$ cat src/rtl/lift_call_queue.sv
// Purpose : latch hall/car calls into a per-floor pending bitmap and hand one SCAN-ordered target at a time to the lift controller.
// Latency : a call sampled at edge N is pending after N, dispatched after N+1, and presented as a valid target after N+2.
// Backpr. : i_busy holds the queue in IDLE, so no dispatch starts; calls keep accumulating in the bitmap meanwhile.
//
// Ports:
//   i_clk, i_rst            clock; synchronous active-high reset
//   i_hall_call_f           landing call floor code (0 = none)
//   i_car_call_f            in-car button floor code (0 = none)
//   i_elev_f                current car floor reported by the controller
//   i_busy                  controller busy, blocks new dispatches
//   i_arrived               one-cycle pulse: car stopped at i_elev_f with doors open
//   o_target_f/o_target_vld floor requested from the controller, held stable while valid
//   o_pending               pending bitmap, bit k = floor k+1
//   o_dir                   sweep direction (1 = up)
module lift_call_queue #(
    parameter int NUM_FLOORS = 7,
    parameter int FW         = 3
) (
    input  logic                  i_clk,
    input  logic                  i_rst,
    input  logic [FW-1:0]         i_hall_call_f,
    input  logic [FW-1:0]         i_car_call_f,
    input  logic [FW-1:0]         i_elev_f,
    input  logic                  i_busy,
    input  logic                  i_arrived,
    output logic [FW-1:0]         o_target_f,
    output logic                  o_target_vld,
    output logic [NUM_FLOORS-1:0] o_pending,
    output logic                  o_dir
);

    typedef enum logic [1:0] {
        S_IDLE     = 2'd0,
        S_DISPATCH = 2'd1,
        S_SERVE    = 2'd2
    } state_t;

    state_t                r_state;
    logic [NUM_FLOORS-1:0] r_pending;
    logic [FW-1:0]         r_target_f;
    logic                  r_target_vld;
    logic                  r_dir;

    logic [NUM_FLOORS-1:0] w_set;
    logic [NUM_FLOORS-1:0] w_clr;
    logic [NUM_FLOORS-1:0] w_avail;
    logic [FW-1:0]         w_up_ge;
    logic [FW-1:0]         w_up_gt;
    logic [FW-1:0]         w_dn_le;
    logic [FW-1:0]         w_dn_lt;
    logic [FW-1:0]         w_sel;
    logic                  w_sel_dir;
    state_t                w_state_nxt;
    logic [FW-1:0]         w_tgt_nxt;
    logic                  w_vld_nxt;
    logic                  w_dir_nxt;

    // Floor codes outside 1..NUM_FLOORS match no bit and are dropped here.
    always_comb begin
        w_set = '0;
        w_clr = '0;
        for (int k = 0; k < NUM_FLOORS; k++) begin
            w_set[k] = (i_hall_call_f == FW'(k + 1)) || (i_car_call_f == FW'(k + 1));
            w_clr[k] = i_arrived && (i_elev_f == FW'(k + 1));
        end
    end

    // A floor being cleared this cycle is no longer a candidate for dispatch.
    assign w_avail = r_pending & ~w_clr;

    // Nearest candidates on either side of the car. Ascending-floor searches
    // scan top-down so the last hit is the lowest; descending ones scan bottom-up.
    always_comb begin
        w_up_ge = '0;
        w_up_gt = '0;
        w_dn_le = '0;
        w_dn_lt = '0;
        for (int k = NUM_FLOORS - 1; k >= 0; k--) begin
            if (w_avail[k] && (FW'(k + 1) >= i_elev_f)) w_up_ge = FW'(k + 1);
            if (w_avail[k] && (FW'(k + 1) >  i_elev_f)) w_up_gt = FW'(k + 1);
        end
        for (int k = 0; k < NUM_FLOORS; k++) begin
            if (w_avail[k] && (FW'(k + 1) <= i_elev_f)) w_dn_le = FW'(k + 1);
            if (w_avail[k] && (FW'(k + 1) <  i_elev_f)) w_dn_lt = FW'(k + 1);
        end
    end

    // SCAN: keep sweeping while anything lies ahead (including the current
    // floor), otherwise reverse. A target at the car's floor keeps r_dir.
    always_comb begin
        w_sel     = '0;
        w_sel_dir = r_dir;
        if (r_dir) begin
            if (w_up_ge != '0) begin
                w_sel = w_up_ge;
            end else begin
                w_sel     = w_dn_lt;
                w_sel_dir = 1'b0;
            end
        end else begin
            if (w_dn_le != '0) begin
                w_sel = w_dn_le;
            end else begin
                w_sel     = w_up_gt;
                w_sel_dir = 1'b1;
            end
        end
    end

    always_comb begin
        w_state_nxt = r_state;
        w_tgt_nxt   = r_target_f;
        w_vld_nxt   = r_target_vld;
        w_dir_nxt   = r_dir;
        case (r_state)
            S_IDLE: begin
                w_tgt_nxt = '0;
                w_vld_nxt = 1'b0;
                if ((r_pending != '0) && !i_busy) w_state_nxt = S_DISPATCH;
            end
            S_DISPATCH: begin
                if (w_avail != '0) begin
                    w_tgt_nxt   = w_sel;
                    w_vld_nxt   = 1'b1;
                    w_dir_nxt   = w_sel_dir;
                    w_state_nxt = S_SERVE;
                end else begin
                    w_tgt_nxt   = '0;
                    w_vld_nxt   = 1'b0;
                    w_state_nxt = S_IDLE;
                end
            end
            S_SERVE: begin
                // Arrivals elsewhere only drop that floor's bit; the target is fixed.
                if (i_arrived && (i_elev_f == r_target_f)) begin
                    w_tgt_nxt   = '0;
                    w_vld_nxt   = 1'b0;
                    w_state_nxt = S_IDLE;
                end
            end
            default: begin
                w_tgt_nxt   = '0;
                w_vld_nxt   = 1'b0;
                w_state_nxt = S_IDLE;
            end
        endcase
    end

    always_ff @(posedge i_clk) begin
        if (i_rst) begin
            r_state      <= S_IDLE;
            r_pending    <= '0;
            r_target_f   <= '0;
            r_target_vld <= 1'b0;
            r_dir        <= 1'b1;
        end else begin
            r_state      <= w_state_nxt;
            // Clear is applied after set so a same-cycle collision ends cleared.
            r_pending    <= (r_pending | w_set) & ~w_clr;
            r_target_f   <= w_tgt_nxt;
            r_target_vld <= w_vld_nxt;
            r_dir        <= w_dir_nxt;
        end
    end

    assign o_target_f   = r_target_f;
    assign o_target_vld = r_target_vld;
    assign o_pending    = r_pending;
    assign o_dir        = r_dir;

endmodule

$ cat config.mk
export PLATFORM = sky130hd
export DESIGN_NAME = lift_call_queue
export DESIGN_NICKNAME = d
export VERILOG_FILES = /design/src/rtl/lift_call_queue.sv
export SDC_FILE = /design/constraint.sdc
export NUM_CORES = 1
export LEC_CHECK = 0
export CORE_MARGIN = 8
export CORE_UTILIZATION = 40
export DETAILED_ROUTE_END_ITERATION = 10
export GPL_TIMING_DRIVEN = 0
export HOLD_SLACK_MARGIN = 0.03
export SYNTH_ARGS = -nofsm -noshare
export SYNTH_HDL_FRONTEND = slang
export SYNTH_SLANG_ARGS = --single-unit
$ cat constraint.sdc
create_clock -name i_clk -period 3.5 [get_ports i_clk]
set_input_delay 0.7 -clock i_clk [delete_from_list [all_inputs] [get_ports i_clk]]
set_output_delay 0.7 -clock i_clk [all_outputs]
set_load 0.01 [all_outputs]
==> results.md, run 1 <==
* Hold Path Stages at 2
* Number of synthesized flops with an enable pin at 0
* Area Growth Syn to Fin at 20.8%
* PwrDens at around 300 nW/µm²
* Cell Rows at 23
* F_max at around 370 MHz
* Final Hold Violating Endpoints at 0
* Final WL at between 5000 and 6000 µm
* Slew margin rel. at 0.642
* Crit path launch type: input pin
* Reg2reg end: o_target_f[0]
* Hold Buf Count CTS at 0
* Nets@finish at 264
* Clock sink count at 14
* Io pins at 25
* CP Max Fanout at 7
* Remaining Overflow, GRT at 0
* Max-slew violations at 0
* Skew final at 0.00347 ns
* Initial Util at 0.412
* Syn avg cell area at ~7.3 µm²
* Final hold slack at approximately 0.46 ns
* IO Port Bufs at 22
* DP Area at around 1900 µm²
* Max VDD drop at 220 µV
* CTS tree: built
* Synth async-reset ratio at 0
* Post-synth top flop: dfxtp_1
* DP HPWL at 3980 µm
* Longest Clk Path Bufs at 2
* Vias in the first global route at around 1,800
* Clk_lat worst skew at approximately 0.25 ns
* Register bit total from synthesis at 14
* GRT Total Usage at 0.177
* Part of the power in the clock network at 0.276
* Fill count at approximately 400
* H-tree Lvls at 1
* Num CTS Buffers at 3
* Internal power at approximately 0.00038 W
* Worst min-delay path category: flop to flop
* Worst EP required at 3.64 ns
* Total Neg Setup Slack at 0 ns
* Gpl congestion at 0.919
* Die ar. at about 6400 µm²
* Global-route wire length before repair at approximately 9000 µm
* DR iter-0 viols at between 200 and 250
* Leak pwr at between 0.6 and 0.7 nW
* Chip width at between 70 and 80 µm
* Min Clock Period, post-route at about 2.7 ns
* Reg2reg setup slack at approximately 1.5 ns
* Synthesized cell area at between 1500 and 2000 µm²
* CP Data Arrival Time at between 2 and 3 ns
* Post-Layout Inst Area at 1960 µm²
* Share of cells above drive strength 1 at 0.128
* Nature of the critical path endpoint: flop
* # diodes at 0
* Critical hold path startpoint: o_target_vld
* Core area at around 3900 µm²
* Net Sw Power at approximately 0.00021 W
* Ys Warns at 0
* Sequential power share at 0.312
* Final worst-path setup slack at ~0.82 ns
* Post-synth net total at 237
* Tcrit/Tclk final at 0.765
* DR DRC count at 0
* Max incr delay on CP at ~0.56 ns
* Combinational power share at 0.412
* Cell Chain, Critical Path: clkdlybuf4s50_1, nor2b_2, o221ai_1, a22oi_1, nor2b_1, nor4b_1, o31ai_1
* Avg WL per Cell at between 15 and 20 µm
* Worst r2r path cells at 6
* CP bufs+invs at 1
* Largest net degree at the start of global routing at 11
* Vias per Instance at roughly 6.2
* Post_cts resized at 0
* # Post-CTS Setup Buffers at 0
* First-pass DRT Iterations at 5
* Slowest stage cell, crit path: clkdlybuf4s50_1
* Register area share after synthesis at 0.172
* Via count at 1,866
* Min-Delay Endpoint: o_target_vld
* Mapped Cells at 224
* Finish-stage setup viols at 0
* Total power at around 0.00059 W
* Synth cell types at 60
* R2R Path Start: o_pending[0]
* CTS root buffer: clkbuf_8
* Antenna Nets Post-Route at 0
* CP Class: input pin to flop
* Status: finished, final reports clean
* RSZ-0062 raised after global routing: no
* Clk slew on worst S/H paths at 0.06 ns
* CP delay by family, top: compound AO/OA/AOI/OAI gates
* Worst-Margin Slew at roughly 0.54 ns
* Setup slack at placement at between 0.6 and 0.7 ns
* Maxcap violations at 0
* Sw frac at 0.361
* Die height at between 70 and 80 µm
* Initial antenna violation count at 0
routing by layer:
metal / vias up / GRT usage / wire length, µm
met2: 79 / 0.278 / 2450
li1: 894 / - / -
met4: 0 / 0.0582 / 106
met5: - / 0 / 0
met1: 879 / 0.242 / 2480
met3: 14 / 0.0225 / 358
synth_stat cells (7+ instances only):
library cell	instances	share of area
nor2b_1	10	0.038
nand2_1	12	0.028
nor2_1	17	0.039
dfxtp_1	14	0.17
inv_1	9	0.021
buf_2	10	0.031
a31oi_1	11	0.042
a221oi_1	7	0.038
a21oi_1	17	0.052
nand3_1	9	0.028
nand2b_1	12	0.046
o21ai_0	15	0.046
state kept, by name (all words and copies together), names as in the netlist:
name / cells
o_pending: 7
o_target_f: 3
r_state: 2
o_dir: 1
o_target_vld: 1
kinds of logic after synthesis:
logic type                after synthesis  synth area share
DFF                                    14             0.172
xor gates and xnor gates                3            0.0162
buffers and inverters                  31             0.107
and+or+nand+nor                        84             0.290
AOI/OAI and AO/OA                      91             0.408
muxes                                   1           0.00616
layout make-up:
| class | instances | area, µm² | share of cell area |
|---|---|---|---|
| clock buffer | 4 | 55.1 | 0.0280 |
| buffer | 22 | 140 | 0.0714 |
| sequential | 14 | 280 | 0.143 |
| multi-input combinational | 179 | 1170 | 0.597 |
| tap | 50 | 62.6 | 0.0319 |
| inverter | 9 | 33.8 | 0.0172 |
| timing repair buffer | 22 | 220 | 0.112 |
power by group through the flow:
| stage | clock (W) | sequential, W | combinational (W) |
|---|---|---|---|
| floorplan | 0 | 0.000188 | 0.000159 |
| global placement | 0 | 0.000187 | 0.000240 |
| detailed placement | 0 | 0.000187 | 0.000237 |
| CTS | 0.000166 | 0.000184 | 0.000239 |
| global route | 0.000171 | 0.000186 | 0.000267 |
| finish | 0.000163 | 0.000184 | 0.000243 |
worst max-delay path by stage:
stage / from / endpoint / slack (ns) / cells after the start
finish: i_arrived / o_target_f[0] / 0.82 / 7
global route: i_arrived / o_target_f[0] / 0.66 / 7
CTS: i_arrived / o_target_f[0] / 0.83 / 7
detailed placement: i_arrived / o_target_f[0] / 0.62 / 7
global placement: i_arrived / o_target_f[0] / 0.56 / 7
floorplan: i_elev_f[1] / o_target_f[1] / 1.39 / 8
metrics by stage:
step	utilization	cells
after detailed placement	0.484	296
after floorplan	-	224
after CTS	0.498	300
after global routing	0.498	300
final	0.498	300
after global placement	0.484	296
worst register-to-register path: cells and delay by family (launching register included):
family,cells,cell delay [ns]
compound gates,4,1.05
flops,1,0.52
simple gates,2,0.32
placed cells by master (no fill, tap or decap), types with 2 or more instances in the layout:
master,instances
o21ai_0,15
a21oi_1,17
a211oi_1,2
a21boi_0,4
a41oi_1,2
a311oi_1,2
nand3_1,9
or2_1,2
a31oi_1,11
nand2_1,12
clkbuf_8,4
dfxtp_1,14
clkbuf_1,4
inv_1,9
o21ai_1,2
buf_6,4
nor4b_1,2
xnor2_1,3
nor3_1,2
a221oi_1,7
buf_2,10
buf_4,4
nand2b_1,12
nand3b_1,4
a21o_1,3
clkdlybuf4s50_1,22
nor2b_1,10
a22oi_1,4
o211a_1,2
nor3b_1,3
o221ai_1,2
nor2_1,17
No activity file was read; power rests on OpenSTA's default activity.
==> inputs of run 2 (changes only) <==
- clock period: 3.5 -> 2.4 ns (I/O delays scaled with it)
==> run 2 against run 1 <==
Wire length is 1.3% higher. Clock power grew 46%. Final area increased by 2.4%. First-iteration DRC count down 9.3%. Critical path type unchanged. Critical endpoint is now o_target_f[1]. Largest power group unchanged.
==> results.md, run 2 (synthesis gave the netlist of run 1 again) <==
* Hold Buf Count CTS at 0 (unchanged)
* Tcrit/Tclk final at 0.946
* PwrDens at 434 nW/µm² (+44%)
* Final Hold Violating Endpoints at 0 (unchanged)
* DP Area at 1910 µm² (unchanged)
* Vias in the first global route at 1,811 (unchanged)
* Longest Clk Path Bufs at 2 (unchanged)
* GRT Total Usage at 0.177 (unchanged)
* Cell Rows at 23 (unchanged)
* Finish-stage setup viols at 0 (unchanged)
* Commonest non-fill, non-tap cells in the layout: 22 x clkdlybuf4s50_1, 17 x nor2_1, 17 x a21oi_1
* Nature of the critical path endpoint: flop
* Final WL at 5470 µm (+1.3%)
* Vias per Instance at 6.28 (+0.95%)
* Global-route wire length before repair at 9170 µm (unchanged)
* Inst Count DP at 296 (unchanged)
* Die ar. at 6360 µm² (unchanged)
* Finished Layout Cells at 301 (+0.33%)
* R2R Path Start: o_pending[3]
* Sequential cell area at 280 µm² (unchanged)
* CTS root buffer: clkbuf_8
* Initial antenna violation count at 0 (unchanged)
* DR iter-0 viols at 186 (-9.3%)
* CTS tree: built
* Crit path launch type: input pin
* Chip width at 79.7 µm (unchanged)
* Leak pwr at 0.715 nW (+2.6%)
* Slew margin rel. at 0.657 (+0.0153)
* Core area at 3940 µm² (unchanged)
* CP Max Fanout at 10 (+3)
* Clk slew on worst S/H paths at 0.06 ns (about the same)
* Io pins at 25 (unchanged)
* Skew final at 0.00297 ns (-0.000493 ns)
* Crit. Startpoint: i_elev_f[0]
* DP HPWL at 3980 µm (unchanged)
* Maxcap violations at 0 (unchanged)
* Reg2reg setup slack at 0.40 ns (-1.10 ns)
* Worst min-delay path category: flop to flop
* Die height at 79.7 µm (unchanged)
* Setup slack at placement at -0.259 ns (-0.880 ns)
* Worst-Margin Slew at 0.514 ns (-0.0230 ns)
* RSZ-0062 raised after global routing: no
* Reg2reg end: o_target_f[0]
* Final worst-path setup slack at 0.130 ns (-0.694 ns)
* CP Class: input pin to flop
* Max-slew violations at 0 (unchanged)
* Most common cell after layout, fill and taps aside: clkdlybuf4s50_1
* IO Port Bufs at 22 (unchanged)
* Clk_lat worst skew at 0.25 ns (about the same)
* Via count at 1,890 (+1.3%)
* Num CTS Buffers at 3 (unchanged)
* Largest register FFs at 7 (unchanged)
* Remaining Overflow, GRT at 0 (unchanged)
* Share of cells above drive strength 1 at 0.151 (+0.0234)
* Fill count at 393 (-1.0%)
* CP Data Arrival Time at 2.43 ns (-0.39 ns)
* Multi-input logic area at 1210 µm² (+3.2%)
* Worst EP required at 2.56 ns (-1.08 ns)
* Worst r2r path cells at 8 (+2)
* Post-Layout Inst Area at 2010 µm² (+2.4%)
* Final hold slack at 0.460 ns (+0.0000990 ns)
* F_max at 441 MHz
* Nets@finish at 265 (+0.38%)
* Worst setup path end: o_target_f[1]
* Avg WL per Cell at 18.2 µm (+0.94%)
* Clock sink count at 14 (unchanged)
* Area Growth Syn to Fin at 23.7%
* Gpl congestion at 0.919 (unchanged)
* Antenna Nets Post-Route at 0 (unchanged)
* # diodes at 0 (unchanged)
* Max VDD drop at 321 µV (+46%)
* Min Clock Period, post-route at between 2 and 2.5 ns
* Status: finished, final reports clean
* DR DRC count at 0 (unchanged)
* Total power at 0.000872 W (+48%)
* H-tree Lvls at 1 (unchanged)
* First-pass DRT Iterations at 5 (unchanged)
* Largest net degree at the start of global routing at 11 (unchanged)
* Initial Util at 0.412 (unchanged)
run 2: cell types whose count changed in the layout (fill, tap and decap cells not counted), sizes merged:
cell    change
clkbuf      +1
run 2: timing repair:
| action | 4_1_cts | 5_1_grt |
|---|---|---|
| setup endpoints to repair | 1 | 3 |
| pin swaps | 0 | 2 |
| buffers inserted | 0 | 1 |
| cloned | 0 | 0 |
| gates resized for setup | 1 | 7 |
run 2: through the flow:
step,util,TNS (ns)
after floorplan,-,0
after global placement,0.484,-0.678
after detailed placement,0.484,-0.522
after CTS,0.499,0
after global routing,0.510,0
final,0.510,0
run 2: metal layers:
metal | part of all wire | wire length [µm] | GRT usage
met1 | 0.46 | 2500 | 0.242
met2 | 0.45 | 2470 | 0.278
met3 | 0.073 | 398 | 0.0225
met4 | 0.019 | 105 | 0.0582
met5 | 0 | 0 | 0
run 2: worst min-delay path by stage:
stage / startpoint / end / depth (start not counted)
finish: o_target_vld / o_target_vld / 2
detailed placement: o_target_vld / o_target_vld / 2
floorplan: o_target_vld / o_target_vld / 2
global route: o_target_vld / o_target_vld / 2
CTS: o_target_vld / o_target_vld / 2
global placement: o_target_vld / o_target_vld / 2
run 2: report_power, final:
| part | total (W) | switching, W | internal [W] |
|---|---|---|---|
| clock network | 0.000238 | 0.0000928 | 0.000146 |
| registers | 0.000268 | 0.0000199 | 0.000248 |
| logic | 0.000365 | 0.000203 | 0.000162 |
run 2: cell type report:
cell class / count / area share
well taps: 50 / 0.0311
plain buffers: 22 / 0.0709
repair buffers: 23 / 0.113
clock buffers: 4 / 0.0274
multi-input cells: 179 / 0.601
flip-flops and latches: 14 / 0.139
inverters: 9 / 0.0168
run 2: critical path: stages:
cell and delay [ns]:
clkdlybuf4s50_1 0.49, buf_4 0.18, buf_4 0.19, buf_6 0.16, xnor2_1 0.07, a41oi_1 0.32, nand2_1 0.15, nor3b_1 0.16
a221oi_2 0.22
==> inputs of run 3 (changes only) <==
- CAP_MARGIN: unset -> 30
- CORE_UTILIZATION: 40 -> 44
- PLACE_DENSITY: unset -> 0.7
==> run 3 against run 2 <==
First-iteration DRC count is 19% higher. Clock power is 19% lower. Die area down 7.3%. Combinational power shrank 1%. Non-clock buffer count is 1 lower. Critical path depth fell by 1. Clock skew is 0.0016 ns lower.
==> results.md, run 3 (synthesis gave the netlist of run 1 again) <==
* Share of cells above drive strength 1 at 0.133 (-0.0189)
* Commonest non-fill, non-tap cells in the layout: 22 x clkdlybuf4s50_1, 17 x nor2_1, 17 x a21oi_1
* Remaining Overflow, GRT at 0 (unchanged)
* Initial antenna violation count at 0 (unchanged)
* Cell Rows at 22 (-4.3%)
* Worst-Margin Slew at 0.665 ns (+0.150 ns)
* H-tree Lvls at 1 (unchanged)
* F_max at 419 MHz (-4.8%)
* Post_cts resized at 0 (-1)
* Core Util, Final at 0.544 (+0.0344)
* Chip width at 76.8 µm (-3.7%)
* Worst min-delay path category: flop to flop
* Leak pwr at 0.698 nW (-2.4%)
* Finish-stage setup viols at 0 (unchanged)
* Worst EP required at 2.52 ns (-0.04 ns)
* Crit path launch type: input pin
* DP HPWL at 3960 µm (-0.60%)
* Via count at 1,879 (-0.58%)
* DR iter-0 viols at 221 (+19%)
* CP bufs+invs at 2 (-2)
* CP Max Fanout at 10 (unchanged)
* Gpl congestion at 0.972 (+5.8%)
* Clock sink count at 14 (unchanged)
* Setup slack at placement at -0.227 ns (+0.0319 ns)
* Die ar. at 5890 µm² (-7.3%)
* # diodes at 0 (unchanged)
* Final worst-path setup slack at 0.0151 ns (-0.115 ns)
* CTS root buffer: clkbuf_8
* Core area at 3610 µm² (-8.5%)
* Die height at 76.8 µm (-3.7%)
* Largest net degree at the start of global routing at 11 (unchanged)
* DR DRC count at 0 (unchanged)
* Area Growth Syn to Fin at 20.8%
* PwrDens at 419 nW/µm² (-3.4%)
* CP Data Arrival Time at 2.50 ns (+0.07 ns)
* First-pass DRT Iterations at 5 (unchanged)
* Slowest stage cell, crit path: clkdlybuf4s50_1
* Initial Util at 0.451 (+0.0385)
* Avg WL per Cell at 18.2 µm (+0.38%)
* Maxcap violations at 0 (unchanged)
* Hold Buf Count CTS at 0 (unchanged)
* Clk slew on worst S/H paths at 0.05 ns (about the same)
* Final WL at 5420 µm (-0.95%)
* Skew final at 0.00140 ns (-0.00157 ns)
* DP Area at 1910 µm² (-0.13%)
* Min Clock Period, post-route at 2.38 ns (+0.115 ns)
* RSZ-0062 raised after global routing: yes
* Longest Clk Path Bufs at 2 (unchanged)
* Fill count at 381 (-3.1%)
* Global-route wire length before repair at 8820 µm (-3.8%)
* Vias per Instance at 6.33 (+0.76%)
* CP Class: input pin to flop
* Slew margin rel. at 0.551 (-0.106)
* Tcrit/Tclk final at 0.994 (+0.0479)
* Final Hold Violating Endpoints at 0 (unchanged)
* # Post-CTS Setup Buffers at 0 (unchanged)
* Max-slew violations at 0 (unchanged)
* IO Port Bufs at 22 (unchanged)
* Num CTS Buffers at 3 (unchanged)
* Nets@finish at 264 (-0.38%)
* Antenna Nets Post-Route at 0 (unchanged)
* CP delay by family, top: compound AO/OA/AOI/OAI gates
* Max VDD drop at 294 µV (-8.4%)
* Io pins at 25 (unchanged)
* Nature of the critical path endpoint: flop
* Largest register FFs at 7 (unchanged)
* Total Neg Setup Slack at 0 ns (unchanged)
* Cell Chain, Critical Path: clkdlybuf4s50_1, buf_4, and2b_1, o221ai_1, a22oi_1, nor2b_2, a221oi_1, o31ai_1
* Total power at 0.000823 W (-5.7%)
* CTS tree: built
* GRT Total Usage at 0.179 (+0.00218)
* Vias in the first global route at 1,748 (-3.5%)
* Clk_lat worst skew at 0.25 ns (about the same)
* Post-Layout Inst Area at 1960 µm² (-2.4%)
* Max incr delay on CP at 0.49 ns (about the same)
* Status: finished, final reports clean
* Most common cell after layout, fill and taps aside: clkdlybuf4s50_1
==> run 3: cell count changes in the layout (fill, tap and decap cells not counted) <==
cell	change
a21boi_2	+1
o31ai_2	-1
nor4b_1	+1
buf_4	-1
o31ai_1	+1
nor4b_2	-1
a22oi_1	+1
a21boi_4	-1
clkbuf_8	-1
a22oi_2	-1
==> run 3: path summary, 6_finish.rpt <==
kind | cells past startpoint | startpoint | end | slack [ns]
setup reg to reg | 7 | o_pending[5] | o_target_f[0] | 0.37
setup / recovery | 8 | i_elev_f[0] | o_target_f[0] | 0.02
hold / removal | 2 | o_target_vld | o_target_vld | 0.46
hold reg to reg | 2 | o_target_vld | o_target_vld | 0.46
==> run 3: layout make-up <==
class	instances	area (µm²)	area share
inverter	9	33.8	0.0172
multi-input combinational	179	1180	0.604
buffer	22	143	0.0727
tap	48	60.1	0.0306
timing repair buffer	22	220	0.112
sequential	14	280	0.143
clock buffer	3	41.3	0.0210
==> run 3: metal layers <==
metal / global-route usage / routed length (µm) / up-vias
li1: - / - / 890
met1: 0.240 / 2380 / 878
met2: 0.286 / 2560 / 99
met3: 0.0117 / 387 / 12
met4: 0.0750 / 94 / 0
met5: 0 / 0 / -
==> run 3: power breakdown <==
group	leakage, nW	switching, W	total [W]	internal, W
clock network	0.0216	0.0000807	0.000192	0.000111
logic	0.562	0.000203	0.000361	0.000158
registers	0.115	0.0000212	0.000270	0.000248
==> run 3: stage by stage <==
stage / hold WS [ns] / cells
2_1_floorplan: 0.479 / 224
3_3_place_gp: 0.445 / 294
3_5_place_dp: 0.458 / 294
4_1_cts: 0.466 / 297
5_1_grt: 0.503 / 297
6_report: 0.458 / 297
==> run 3: worst reg2reg max path, cell delays in order (launching register included) <==
cell	delay, ns
dfxtp_1	0.42
clkbuf_1	0.44
inv_1	0.13
o2bb2ai_1	0.27
a21o_1	0.18
or2_1	0.13
nor4b_2	0.05
o31ai_1	0.31
